--- config.mk ---
export PLATFORM = sky130hd
export DESIGN_NAME = elevator_dispatch
export DESIGN_NICKNAME = d
export VERILOG_FILES = /design/src/rtl/elevator_dispatch.sv
export SDC_FILE = /design/constraint.sdc
export NUM_CORES = 1
export LEC_CHECK = 0
export BUFFER_PORTS_ARGS = -buffer_cell sky130_fd_sc_hd__buf_2
export CAP_MARGIN = 10
export CORE_MARGIN = 2
export CORE_UTILIZATION = 58
export CTS_CLUSTER_SIZE = 14
export DETAILED_ROUTE_END_ITERATION = 16
export PLACE_DENSITY = 0.86
export REMOVE_ABC_BUFFERS = 1
export SETUP_SLACK_MARGIN = 0.3
export SYNTH_ARGS = -nofsm -noshare
export SYNTH_HDL_FRONTEND = slang
export SYNTH_SLANG_ARGS = --single-unit
--- constraint.sdc ---
create_clock -name clk -period 3 [get_ports clk]
set_clock_uncertainty 0.2 [all_clocks]
set_input_delay 0.3 -clock clk [delete_from_list [all_inputs] [get_ports clk]]
set_output_delay 0.3 -clock clk [all_outputs]
set_load 0.1 [all_outputs]
--- src/rtl/elevator_dispatch.sv ---
// SCAN-policy call dispatcher driving u/d step pulses into the floor FSM.
// Optional move timeout enabled by defining ELEVATOR_DISPATCH_TIMEOUT_EN.
module elevator_dispatch #(
   parameter int unsigned FLOORS         = 4,
   parameter int unsigned DWELL_CYCLES   = 8,
   parameter int unsigned TIMEOUT_CYCLES = 64,
   parameter int unsigned FW             = $clog2(FLOORS)
) (
   input  logic              clk,
   input  logic              rst,
   input  logic [FLOORS-1:0] call_req,
   input  logic [FW-1:0]     cur_floor,
   output logic              u,
   output logic              d,
   output logic              door_open,
   output logic [FLOORS-1:0] pending,
   output logic              dir_up,
   output logic              fault
);
   localparam int unsigned DCW = $clog2(DWELL_CYCLES + 1);

   typedef enum logic [1:0] {IDLE, WAIT, DOOR, FAULT} state_t;

   state_t            state;
   logic [FW-1:0]     start_floor;
   logic [DCW-1:0]    dwell_cnt;
   logic [FLOORS-1:0] here_mask;
   logic [FLOORS-1:0] req_set;
   logic              here;
   logic              above;
   logic              below;
   logic              absorb;
   logic              go_up;
   logic              go_down;
   int unsigned       cf;

`ifdef ELEVATOR_DISPATCH_TIMEOUT_EN
   localparam int unsigned TOW = $clog2(TIMEOUT_CYCLES + 1);
   logic [TOW-1:0] tmo_cnt;
`endif

   assign cf = 32'(cur_floor);

   always_comb begin
      here_mask = '0;
      above     = 1'b0;
      below     = 1'b0;
      for (int unsigned i = 0; i < FLOORS; i++) begin
         if (i == cf)
            here_mask[i] = 1'b1;
         else if (cf < FLOORS) begin
            if (i > cf)
               above = above | pending[i];
            else
               below = below | pending[i];
         end
      end
      here    = |(pending & here_mask);
      absorb  = (state == DOOR) && (|(call_req & here_mask));
      req_set = (state == DOOR) ? (call_req & ~here_mask) : call_req;
      // Folded priority: keep current direction while it has work, else reverse.
      go_up   = above && (dir_up || !below);
      go_down = below && !go_up;
   end

   always_ff @(posedge clk) begin
      if (!rst) begin
         state       <= IDLE;
         pending     <= '0;
         u           <= 1'b0;
         d           <= 1'b0;
         door_open   <= 1'b0;
         dir_up      <= 1'b1;
         start_floor <= '0;
         dwell_cnt   <= '0;
`ifdef ELEVATOR_DISPATCH_TIMEOUT_EN
         tmo_cnt     <= '0;
         fault       <= 1'b0;
`endif
      end else begin
         u       <= 1'b0;
         d       <= 1'b0;
         pending <= pending | req_set;
         case (state)
            IDLE: begin
               if (here) begin
                  pending   <= (pending | req_set) & ~here_mask;
                  door_open <= 1'b1;
                  dwell_cnt <= DCW'(DWELL_CYCLES - 1);
                  state     <= DOOR;
               end else if (go_up || go_down) begin
                  u           <= go_up;
                  d           <= go_down;
                  dir_up      <= go_up;
                  start_floor <= cur_floor;
                  state       <= WAIT;
`ifdef ELEVATOR_DISPATCH_TIMEOUT_EN
                  tmo_cnt     <= '0;
`endif
               end
            end
            WAIT: begin
               if (cur_floor != start_floor)
                  state <= IDLE;
`ifdef ELEVATOR_DISPATCH_TIMEOUT_EN
               else if (tmo_cnt == TOW'(TIMEOUT_CYCLES - 1)) begin
                  state <= FAULT;
                  fault <= 1'b1;
               end else
                  tmo_cnt <= tmo_cnt + 1'b1;
`endif
            end
            DOOR: begin
               if (absorb)
                  dwell_cnt <= DCW'(DWELL_CYCLES - 1);
               else if (dwell_cnt == '0) begin
                  door_open <= 1'b0;
                  state     <= IDLE;
               end else
                  dwell_cnt <= dwell_cnt - 1'b1;
            end
            FAULT: begin
            end
            default: state <= IDLE;
         endcase
      end
   end

`ifndef ELEVATOR_DISPATCH_TIMEOUT_EN
   assign fault = 1'b0;
`endif

endmodule
==> metrics.md, run 1 <==
| Metric | Value |
|---|---|
| Synth unique cells | 42 |
| Worst-path clk slew | roughly 0.09 ns |
| Setup-failing EPs final | 0 |
| Total CTS buffers | 3 |
| CTS root buffer | clkbuf_4 |
| Area occupied by multi-input gates | 572 um^2 |
| Synth Area in Compound Gates | 0.234 |
| Comb power frac | 0.529 |
| CP Class | register to register |
| Via density per instance | 6.30 |
| Leading register cell type out of synthesis | dfxtp_1 |
| Critical Path RT | 2.99 ns |
| Crit. path cell count | 7 |
| FILL cells | between 100 and 150 |
| Mux cell area share after synthesis | 0.0914 |
| Via count | 869 |
| PwrDens | 909 nW/um^2 |
| Hold Crit Endpoint | dir_up |
| Clock power frac | 0.149 |
| Type of the most critical hold path | input pin to register |
| Final Routed Wirelength | between 2000 and 2500 um |
| CP Launch Type | register |
| Start point of the critical path | dwell_cnt[0] |
| Die span in y | 44.7 um |
| Postcts setup bufs | 0 |
| Post-CTS Resized | 0 |
| Synth-to-Final Area Change | 10.7% |
| XOR/XNOR Fraction of Synth Area | 0.0183 |
| Max VDD drop | 475 uV |
| First-pass DRT Iterations | 4 |
| Sequential area share after synthesis | 0.334 |
| Final ANT Viol Nets | 0 |
| Core footprint | 1520 um^2 |
| R2R depth | 7 |
| Die ar. | ~2000 um^2 |
| Simple-gate share of the synthesized area | 0.184 |
| Cells along the critical path | inv_1, ha_1, or3b_1, or2_1, a221oi_2, a211oi_1, a41o_1 |
| Initial DRC Count | 26 |
| Initial antenna violation count | 0 |
| Setup TNS | 0 ns |
| Number of global-route vias before repair | 756 |
| CP bufs+invs | 1 |
| Routability cong. | 0.852 |
| Sequential Area | about 320 um^2 |
| I/O pin cnt | 17 |
| CP peak stage delay | 0.42 ns |
| First-pass GRT wire length | 3260 um |
| Worst Path Arrival | 2.25 ns |
| CTS tree | done |
| Clk Latency, worst-skew pair | 0.29 ns |
| Min cycle time layout | 2.26 ns |
| Post-Route Utilization | 0.696 |
| Min-delay src | rst |
| Post-route DRC | 0 |
| Main combinational cell family by area after synthesis | compound AO/OA/AOI/OAI gates |
| Yosys warnings | 0 |
| Gr ovfl total | 0 |
| H-tree depth | 1 |
| Hold Path Depth | 2 |
| Worst R2R Start | dwell_cnt[0] |
| Die width | 44.7 um |
| Achievable Freq | 443 MHz |
| Synth area leader | dfxtp_1 |
| Synth Area in Adders | 0.0653 |
| Status | finished clean |
| FP Rows | 14 |
| Sw Pwr | 0.455 mW |
| Post-synthesis async set-or-reset flop share | 0 |
| WL per Instance | between 10 and 15 um |
| RSZ-0062 raised after global routing | false |
| Internal power | 0.510 mW |
| Crit path capture type | register |
| Final hold violations | 0 |
| All-Layer GR Usage | 0.226 |
| Post-synth EDFFs | 0 |
| Most frequent cells in the layout | 16 x dfxtp_1, 15 x buf_2, 10 x inv_1, 10 x nor2_1, 9 x a21oi_1 |
| CP max FO | 4 |
| Max Slew Vio Count | 0 |
| Sw Ratio | 0.471 |
| Fin crit share | 0.753 |
| Setup slack, reg-to-reg | 0.74 ns |
| Mapped Area | ~960 um^2 |
| Clock Tree Buf Depth | 2 |
| Final #Nets | 136 |
| Critical path's slowest cell | or3b_1 |
| Reg-to-reg endpoint | state[1] |
| Sequential share of power | 0.322 |
| Share of layout cells above drive strength 1 | 0.221 |
| Syn Area/Cell | around 9 um^2 |
| IO Port Bufs | 15 |
| Largest cells by area after synthesis | dfxtp_1 33%, ha_1 6.5%, a21oi_1 4.7%, mux4_2 4.7%, inv_1 3.9% |
| Delay-heaviest family, CP | simple AND/OR/NAND/NOR gates |
| Total clock sinks | 16 |
| ANT cells | 0 |
| CTS Hold Bufs | 0 |
| Post-Synthesis Cells | 108 |
| Commonest non-fill, non-tap cell in the layout | dfxtp_1 |
| Register bit total from synthesis | 16 |
| Pin count of the biggest net entering global routing | 16 |
| Post-synth top area share | 0.334 |
| Initial core utilization | 0.629 |
| Max-Cap Viols | 0 |
| Leak | around 0.46 nW |
| Dpl hpwl | 1510 um |
-- flip-flops by register name (all words and copies together), names as in the netlist --
register / count
door_open: 1
state: 2
dir_up: 1
pending: 4
start_floor: 2
u: 1
d: 1
dwell_cnt: 4
-- area by class of cell --
cell class	count	area share
multi-input combinational	77	0.539
tap	16	0.0189
timing repair buffer	15	0.0708
clock buffer	4	0.0342
sequential	16	0.302
inverter	10	0.0354
-- per-stage QoR --
| step | setup WS (ns) | area, um^2 | hold slack, ns | std cells | power [mW] |
|---|---|---|---|---|---|
| 3_3_place_gp | 0.762 | 1020 | 0.262 | 134 | 0.806 |
| 5_1_grt | 0.623 | 1060 | 0.0417 | 138 | 1.02 |
| 4_1_cts | 0.743 | 1060 | 0.0249 | 138 | 0.969 |
| 2_1_floorplan | 0.410 | 930 | 0.179 | 103 | 0.733 |
| 3_5_place_dp | 0.692 | 1020 | 0.273 | 134 | 0.823 |
| 6_report | 0.741 | 1060 | 0.0350 | 138 | 0.965 |
-- worst reg2reg max path, cell delays in order (launching register included) --
cell      delay [ns]
dfxtp_1         0.34
inv_1           0.06
ha_1            0.17
or3b_1          0.42
or2_1           0.28
a221oi_2        0.34
a211oi_1        0.15
a41o_1          0.21
-- power groups by stage --
| stage | Combinational (mW) | Clock, mW | Sequential (mW) |
|---|---|---|---|
| floorplan | 0.286 | 0 | 0.447 |
| global route | 0.551 | 0.152 | 0.319 |
| global placement | 0.496 | 0 | 0.311 |
| CTS | 0.512 | 0.147 | 0.310 |
| finish | 0.510 | 0.143 | 0.311 |
| detailed placement | 0.507 | 0 | 0.316 |
-- synth_stat cells (all sizes together) (3+ instances only) --
cell	instances
nand3	3
nand2	3
nor2b	3
a211oi	4
a21oi	9
o21ai	6
buf	4
ha	5
inv	10
nor2	10
dfxtp	16
-- worst max path at each step --
stage / slack (ns) / end
floorplan: 0.41 / dwell_cnt[3]
global placement: 0.76 / state[1]
detailed placement: 0.69 / state[1]
CTS: 0.74 / state[1]
global route: 0.62 / state[1]
finish: 0.74 / state[1]
-- logic make-up (layout without fill, tap and decap cells) --
kind of cell,count (synthesis),after routing
simple gates,31,31
buf+inv,15,29
flops,16,16
compound gates,32,32
fa+ha+maj,5,5
mux,6,6
other cells,1,1
xor+xnor,2,2
-- metal layers --
layer	track usage	part of all wire	up-vias
met5	0	0	-
met4	0.145	0.044	0
met3	0.0408	0.072	11
met2	0.357	0.46	42
met1	0.280	0.42	393
li1	-	-	423
No activity file was read; power rests on OpenSTA's default activity.
==> run 2, diff against run 1 <==
--- a/config.mk
+++ b/config.mk
@@ -8,10 +8,10 @@
 export BUFFER_PORTS_ARGS = -buffer_cell sky130_fd_sc_hd__buf_2
 export CAP_MARGIN = 10
 export CORE_MARGIN = 2
-export CORE_UTILIZATION = 58
+export CORE_UTILIZATION = 53
 export CTS_CLUSTER_SIZE = 14
 export DETAILED_ROUTE_END_ITERATION = 16
-export PLACE_DENSITY = 0.86
+export PLACE_DENSITY = 0.8
 export REMOVE_ABC_BUFFERS = 1
 export SETUP_SLACK_MARGIN = 0.3
 export SYNTH_ARGS = -nofsm -noshare
==> constraint.sdc (replaced) <==
create_clock -name clk -period 2.1 [get_ports clk]
set_clock_uncertainty 0.2 [all_clocks]
set_input_delay 0.21 -clock clk [delete_from_list [all_inputs] [get_ports clk]]
set_output_delay 0.21 -clock clk [all_outputs]
set_load 0.1 [all_outputs]
==> run 2 against run 1 <==
  * Non-clock buffer count increased by 15
  * Clock power increased by 7%
  * Sequential power increased by 46%
  * Combinational power increased by 100%
  * Die area increased by 8.6%
  * Fmax increased by 9.1%
  * Setup slack got worse by 0.71 ns
  * Final cell count increased by 17%
  * Sequential cell count unchanged
  * Largest power group unchanged
==> metrics.md, run 2 (synthesized netlist as in run 1, its figures left out) <==
| Metric | Value |
|---|---|
| Final ANT Viol Nets | 0 (unchanged) |
| Design Power | 1.62 mW (+68%) |
| Final #Nets | 151 (+11%) |
| ANT cells | 0 (unchanged) |
| Area occupied by multi-input gates | 643 um^2 (+12%) |
| Die ar. | 2160 um^2 (+8.6%) |
| Max-Cap Viols | 0 (unchanged) |
| CTS root buffer | clkbuf_4 |
| Die width | 46.5 um (+4.2%) |
| Sequential share of power | 0.280 (-0.042) |
| Clock Tree Buf Depth | 2 (unchanged) |
| FP Rows | 15 (+1) |
| RSZ-0062 raised after global routing | true |
| Type of the most critical hold path | input pin to register |
| Worst-path clk slew | 0.09 ns (about the same) |
| Worst Path Arrival | 2.02 ns (-0.23 ns) |
| Min cycle time layout | 2.07 ns (-0.189 ns) |
| Fin crit share | 0.986 (+0.233) |
| GRT met3 Usage | 0.0667 (+0.0259) |
| CP peak stage delay | 0.37 ns (-0.05 ns) |
| I/O pin cnt | 17 (unchanged) |
| CP Launch Type | register |
| Initial core utilization | 0.561 (-0.0677) |
| Sw Ratio | 0.462 (-0.00989) |
| Initial antenna violation count | 0 (unchanged) |
| Internal power | 0.874 mW (+71%) |
| Total clock sinks | 16 (unchanged) |
| Post-Route Utilization | 0.732 (+0.0356) |
| First-pass GRT wire length | 3680 um (+13%) |
| Gr busiest metal | met2 |
| Setup-failing EPs final | 0 (unchanged) |
| CP bufs+invs | 2 (+1) |
| Critical Path RT | 2.05 ns (-0.94 ns) |
| Placed cell areas | 1090 um^2 (+6.2%) |
| Cells along the critical path | inv_2, ha_4, or3b_4, or2_4, a221oi_4, buf_4, a21o_1, a21oi_1 |
| Leak | 0.538 nW (+18%) |
| Max Slew Vio Count | 0 (unchanged) |
| CP Class | register to register |
| Delay-heaviest family, CP | simple AND/OR/NAND/NOR gates |
| Crit path capture type | register |
| Gr ovfl total | 0 (unchanged) |
| Initial DRC Count | 31 (+19%) |
| FILL cells | 121 (+8.0%) |
| Critical path's slowest cell | or3b_4 |
| Final Routed Wirelength | 2410 um (+20%) |
| Dpl hpwl | 1650 um (+9.6%) |
| Sequential Area | 325 um^2 (+1.6%) |
| Sw Pwr | 0.749 mW (+65%) |
| WL per Instance | 15.0 um (+2.5%) |
| CP max FO | 3 (-1) |
| Setup TNS | 0 ns (unchanged) |
| Via density per instance | 5.79 (-8.1%) |
| Final instance area | 1250 um^2 (+18%) |
| First-pass DRT Iterations | 4 (unchanged) |
| Pin count of the biggest net entering global routing | 14 (-2) |
| Final hold violations | 0 (unchanged) |
| Met2 layer usage reported by global route | 0.394 (+0.0379) |
| Max VDD drop | 988 uV (+110%) |
| Largest registers | dwell_cnt (4), pending (4) |
| Grt met1 use | 0.282 (+0.00169) |
| Comb power frac | 0.626 (+0.097) |
| Achievable Freq | 483 MHz (+9.1%) |
| All-Layer GR Usage | 0.235 (+0.00899) |
| Die span in y | 46.5 um (+4.2%) |
| Post-route DRC | 0 (unchanged) |
| Most frequent cells in the layout | 15 x buf_2, 14 x buf_4, 12 x dfxtp_1 |
| IO Port Bufs | 15 (unchanged) |
| Core footprint | 1710 um^2 (+12%) |
| PwrDens | 1300 nW/um^2 (+43%) |
| Synth-to-Final Area Change | 30.4% |
| Commonest non-fill, non-tap cell in the layout | buf_2 |
| H-tree depth | 1 (unchanged) |
| Total CTS buffers | 3 (unchanged) |
| Via count | 932 (+7.2%) |
| WHS | 0.0654 ns (+0.0304 ns) |
| Routability cong. | 0.817 (-4.1%) |
| Clock power frac | 0.094 (-0.055) |
| CTS tree | done |
| Number of global-route vias before repair | 895 (+18%) |
| Clk Latency, worst-skew pair | 0.27 ns (-0.02 ns) |
| Share of layout cells above drive strength 1 | 0.382 (+0.161) |
| Status | finished clean |
==> run 2: cell type report <==
class,instances,share of cell area
inverters,10,0.0300
multi-input cells,77,0.515
well taps,25,0.0250
repair buffers,30,0.152
clock buffers,3,0.0180
flip-flops and latches,16,0.260
==> run 2: power groups by stage <==
stage          Sequential (mW)  Clock [mW]  Combinational (mW)
4_1_cts                  0.446       0.161               0.907
5_1_grt                  0.461       0.172                1.09
3_5_place_dp             0.448           0               0.791
3_3_place_gp             0.443           0               0.753
2_1_floorplan            0.639           0               0.408
6_report                 0.454       0.153                1.02
==> run 2: stage by stage <==
stage,instances,setup slack (ns)
final,161,0.0304
after global routing,161,-0.0424
after CTS,158,0.0278
after detailed placement,150,-0.0488
after global placement,150,0.0709
after floorplan,103,-0.490
==> run 2: timing repair <==
item,4_1_cts,5_1_grt
setup buffers,4,3
hold endpoints to repair,2,0
pin swaps,6,3
gates cloned,0,0
gates resized for setup,10,9
hold buffers,1,0
setup endpoints to repair,9,14
==> run 2: worst min-delay path: cells and delay by family <==
family / cells / cell delay (ns)
AO/OA/AOI/OAI: 2 / 0.19
buffers and inverters: 1 / 0.11
==> run 2: per-layer routing <==
metal	vias to the layer above	part of all wire
li1	449	-
met1	438	0.39
met2	43	0.54
met3	2	0.066
met4	0	0.0025
met5	-	0
==> run 2: worst paths after layout <==
path | startpoint | end | slack (ns) | depth (start not counted)
min | call_req[2] | pending[2] | 0.07 | 3
max | dwell_cnt[0] | state[0] | 0.03 | 8
max reg2reg | dwell_cnt[0] | state[0] | 0.03 | 8
min reg2reg | dwell_cnt[3] | dwell_cnt[3] | 0.29 | 2
==> run 3, diff against run 2 <==
--- a/config.mk
+++ b/config.mk
@@ -5,13 +5,14 @@
 export SDC_FILE = /design/constraint.sdc
 export NUM_CORES = 1
 export LEC_CHECK = 0
+export ABC_AREA = 1
 export BUFFER_PORTS_ARGS = -buffer_cell sky130_fd_sc_hd__buf_2
 export CAP_MARGIN = 10
 export CORE_MARGIN = 2
-export CORE_UTILIZATION = 53
-export CTS_CLUSTER_SIZE = 14
+export CORE_UTILIZATION = 54
+export CTS_CLUSTER_SIZE = 40
 export DETAILED_ROUTE_END_ITERATION = 16
-export PLACE_DENSITY = 0.8
+export PLACE_DENSITY = 0.81
 export REMOVE_ABC_BUFFERS = 1
 export SETUP_SLACK_MARGIN = 0.3
 export SYNTH_ARGS = -nofsm -noshare
==> run 3 against run 2 <==
  * Critical path depth is 7 lower
  * Non-clock buffer count shrank 14
  * Via count increased by 11%
  * Combinational power shrank 21%
  * Die area up 5.7%
  * Sequential power is 4% lower
  * Power is 11% lower
  * Setup slack better by 0.41 ns
  * Synthesized area is 8.2% higher
==> metrics.md, run 3 <==
| Metric | Value |
|---|---|
| Status | finished clean |
| Sequential share of power | 0.300 (+0.020) |
| Met2 layer usage reported by global route | 0.416 (+0.0216) |
| Via count | 1031 (+11%) |
| Commonest non-fill, non-tap cell in the layout | nand2_1 |
| DP Cell Count | 185 (+23%) |
| Share of layout cells above drive strength 1 | 0.242 (-0.140) |
| Worst Path Arrival | 1.25 ns (-0.77 ns) |
| Achievable Freq | 602 MHz (+25%) |
| Type of the most critical hold path | input pin to register |
| Synth-to-Final Area Change | 11.6% |
| Sw Ratio | 0.510 (+0.0486) |
| FILL cells | 176 (+45%) |
| PwrDens | 1250 nW/um^2 (-3.5%) |
| Most frequent cells in the layout | 36 x nand2_1, 16 x inv_1, 16 x dfxtp_1 |
| Min cycle time layout | 1.66 ns (-0.408 ns) |
| Final Routed Wirelength | 2260 um (-6.3%) |
| Leak | 0.556 nW (+3.2%) |
| Die width | 47.8 um (+2.8%) |
| Post-synth top area share | 0.309 (-0.0254) |
| Clk Latency, worst-skew pair | 0.29 ns (+0.02 ns) |
| Pin count of the biggest net entering global routing | 15 (+1) |
| Critical path's slowest cell | dfxtp_1 |
| Number of global-route vias before repair | 934 (+4.4%) |
| Dpl hpwl | 1680 um (+1.9%) |
| Die ar. | 2290 um^2 (+5.7%) |
| Final #Nets | 179 (+19%) |
| Leading register cell type out of synthesis | dfxtp_1 |
| Synth area leader | dfxtp_1 |
| Die span in y | 47.8 um (+2.8%) |
| Worst-path clk slew | 0.09 ns (about the same) |
| Post-synth EDFFs | 0 (unchanged) |
| Yosys warnings | 0 (unchanged) |
| Final instance area | 1160 um^2 (-7.4%) |
| Post-synthesis async set-or-reset flop share | 0 (unchanged) |
| Initial DRC Count | 42 (+35%) |
| Largest cells by area after synthesis | dfxtp_1 31%, nand2_1 13%, inv_1 6.2%, ha_1 6.0%, a21oi_1 5.3% |
| Initial antenna violation count | 0 (unchanged) |
| First-pass DRT Iterations | 4 (unchanged) |
| Total CTS buffers | 3 (unchanged) |
| Clock Tree Buf Depth | 2 (unchanged) |
| Register bit total from synthesis | 16 (unchanged) |
| CP peak stage delay | 0.48 ns (+0.11 ns) |
| Cell Count, Final, Fillers Out | 190 (+18%) |
| Clock power frac | 0.143 (+0.049) |
| RSZ-0062 raised after global routing | false |
| Max-Cap Viols | 0 (unchanged) |
| Grt met1 use | 0.249 (-0.0326) |
| Post-Synthesis Cells | 149 (+38%) |
| IO Port Bufs | 15 (unchanged) |
| Comb power frac | 0.557 (-0.069) |
| Commonest cells post-synth | 36 x nand2_1, 17 x inv_1, 16 x dfxtp_1, 11 x a21oi_1, 11 x nand3_1 |
| Via density per instance | 5.43 (-6.3%) |
| CP Class | register to primary output |
| All-Layer GR Usage | 0.231 (-0.00378) |
| CP Launch Type | register |
| GRT met3 Usage | 0.0453 (-0.0214) |
| Syn Area/Cell | 6.96 um^2 (-22%) |
| Synth unique cells | 26 (-38%) |
| WHS | 0.0414 ns (-0.0240 ns) |
| Gr ovfl total | 0 (unchanged) |
| ANT cells | 0 (unchanged) |
| Cells along the critical path | buf_2 |
| Internal power | 0.710 mW (-19%) |
| Gr busiest metal | met2 |
| Final ANT Viol Nets | 0 (unchanged) |
| Routability cong. | 0.875 (+7.1%) |
| Setup-failing EPs final | 0 (unchanged) |
| Crit path capture type | primary output |
| WL per Instance | 11.9 um (-21%) |
| CP max FO | 6 (+3) |
| H-tree depth | 1 (unchanged) |
| Most common cell in the netlist | nand2_1 |
| CTS tree | done |
| Max VDD drop | 709 uV (-28%) |
| Placed cell areas | 1110 um^2 (+1.8%) |
| Total clock sinks | 16 (unchanged) |
| First-pass GRT wire length | 3650 um (-0.73%) |
| Mapped Area | 1040 um^2 (+8.2%) |
| Sw Pwr | 0.740 mW (-1.2%) |
| Final hold violations | 0 (unchanged) |
| I/O pin cnt | 17 (unchanged) |
| Largest registers | dwell_cnt (4), pending (4) |
| Core footprint | 1760 um^2 (+3.3%) |
| CP bufs+invs | 1 (-1) |
| Fin crit share | 0.791 (-0.194) |
| Sequential area share after synthesis | 0.309 (-0.0254) |
| Max Slew Vio Count | 0 (unchanged) |
| CTS root buffer | clkbuf_4 |
| FP Rows | 15 (unchanged) |
| Initial core utilization | 0.588 (+0.0268) |
| Post-route DRC | 0 (unchanged) |
| Critical Path RT | 1.69 ns (-0.36 ns) |
| Delay-heaviest family, CP | flip-flops |
[run 3: cell types whose count changed after synthesis, sizes merged, moves of 3 or more]
cell	previous run	this run
nor2b	3	0
nand4	0	5
nand2	3	41
inv	10	20
o22ai	1	4
nand3	3	15
o21ai	6	9
a211oi	4	0
[run 3: worst paths after layout]
path,start,endpoint,slack (ns),cells past startpoint
max,pending[1],pending[1],0.44,1
max reg2reg,state[0],dwell_cnt[1],0.44,8
min reg2reg,dwell_cnt[0],dwell_cnt[0],0.23,1
min,rst,dwell_cnt[0],0.04,3
[run 3: worst register-to-register path: cells and delay by family (launching register included)]
kind	cells	cell delay, ns
flip-flops	1	0.37
adder cells (fa/ha/maj)	1	0.21
AND/OR/NAND/NOR	3	0.35
buffers and inverters	2	0.24
AO/OA/AOI/OAI	2	0.20
[run 3: area by class of cell]
type,instances,area (um^2),area share
Inverter,20,75.1,0.0649
Sequential cell,16,320,0.277
Clock buffer,4,36.3,0.0314
Timing Repair Buffer,16,85.1,0.0735
Multi-Input combinational cell,109,609,0.526
Tap cell,25,31.3,0.0270
[run 3: repair_timing]
item                                    in CTS  in global routing
hold endpoints to repair                     1                  0
resized for setup                            0                  2
setup buffers                                0                  0
endpoints found under the setup margin       0                  5
hold buffers                                 1                  0
[run 3: power groups by stage]
stage	Clock, mW	Combinational, mW	Sequential [mW]
after floorplan	0	0.452	0.638
after global placement	0	0.768	0.438
after detailed placement	0	0.796	0.443
after CTS	0.212	0.802	0.435
after global routing	0.222	0.888	0.445
final	0.207	0.807	0.436
[run 3: layer usage]
metal  routed length [um]  part of all wire  vias up
li1                     -                 -      521
met1                  919              0.41      467
met2                 1180              0.52       37
met3                  125             0.055        6
met4                   38             0.017        0
met5                    0                 0        -
[run 3: cell families (layout without fill, tap and decap cells)]
family                   after synthesis  in the layout  synth area share
AND/OR/NAND/NOR                       75             75             0.364
flip-flops                            16             16             0.309
adder cells (fa/ha/maj)                5              5            0.0603
AO/OA/AOI/OAI                         28             28             0.157
other                                  1              1           0.00362
buffers and inverters                 24             40             0.106
[run 3: metrics by stage]
step,power [mW],utilization,setup WS [ns],TNS [ns]
after CTS,1.45,0.655,0.321,0
after global routing,1.55,0.656,0.319,0
after detailed placement,1.24,0.628,0.342,0
final,1.45,0.656,0.438,0
after global placement,1.21,0.628,0.427,0
after floorplan,1.09,-,-0.00897,-0.0179
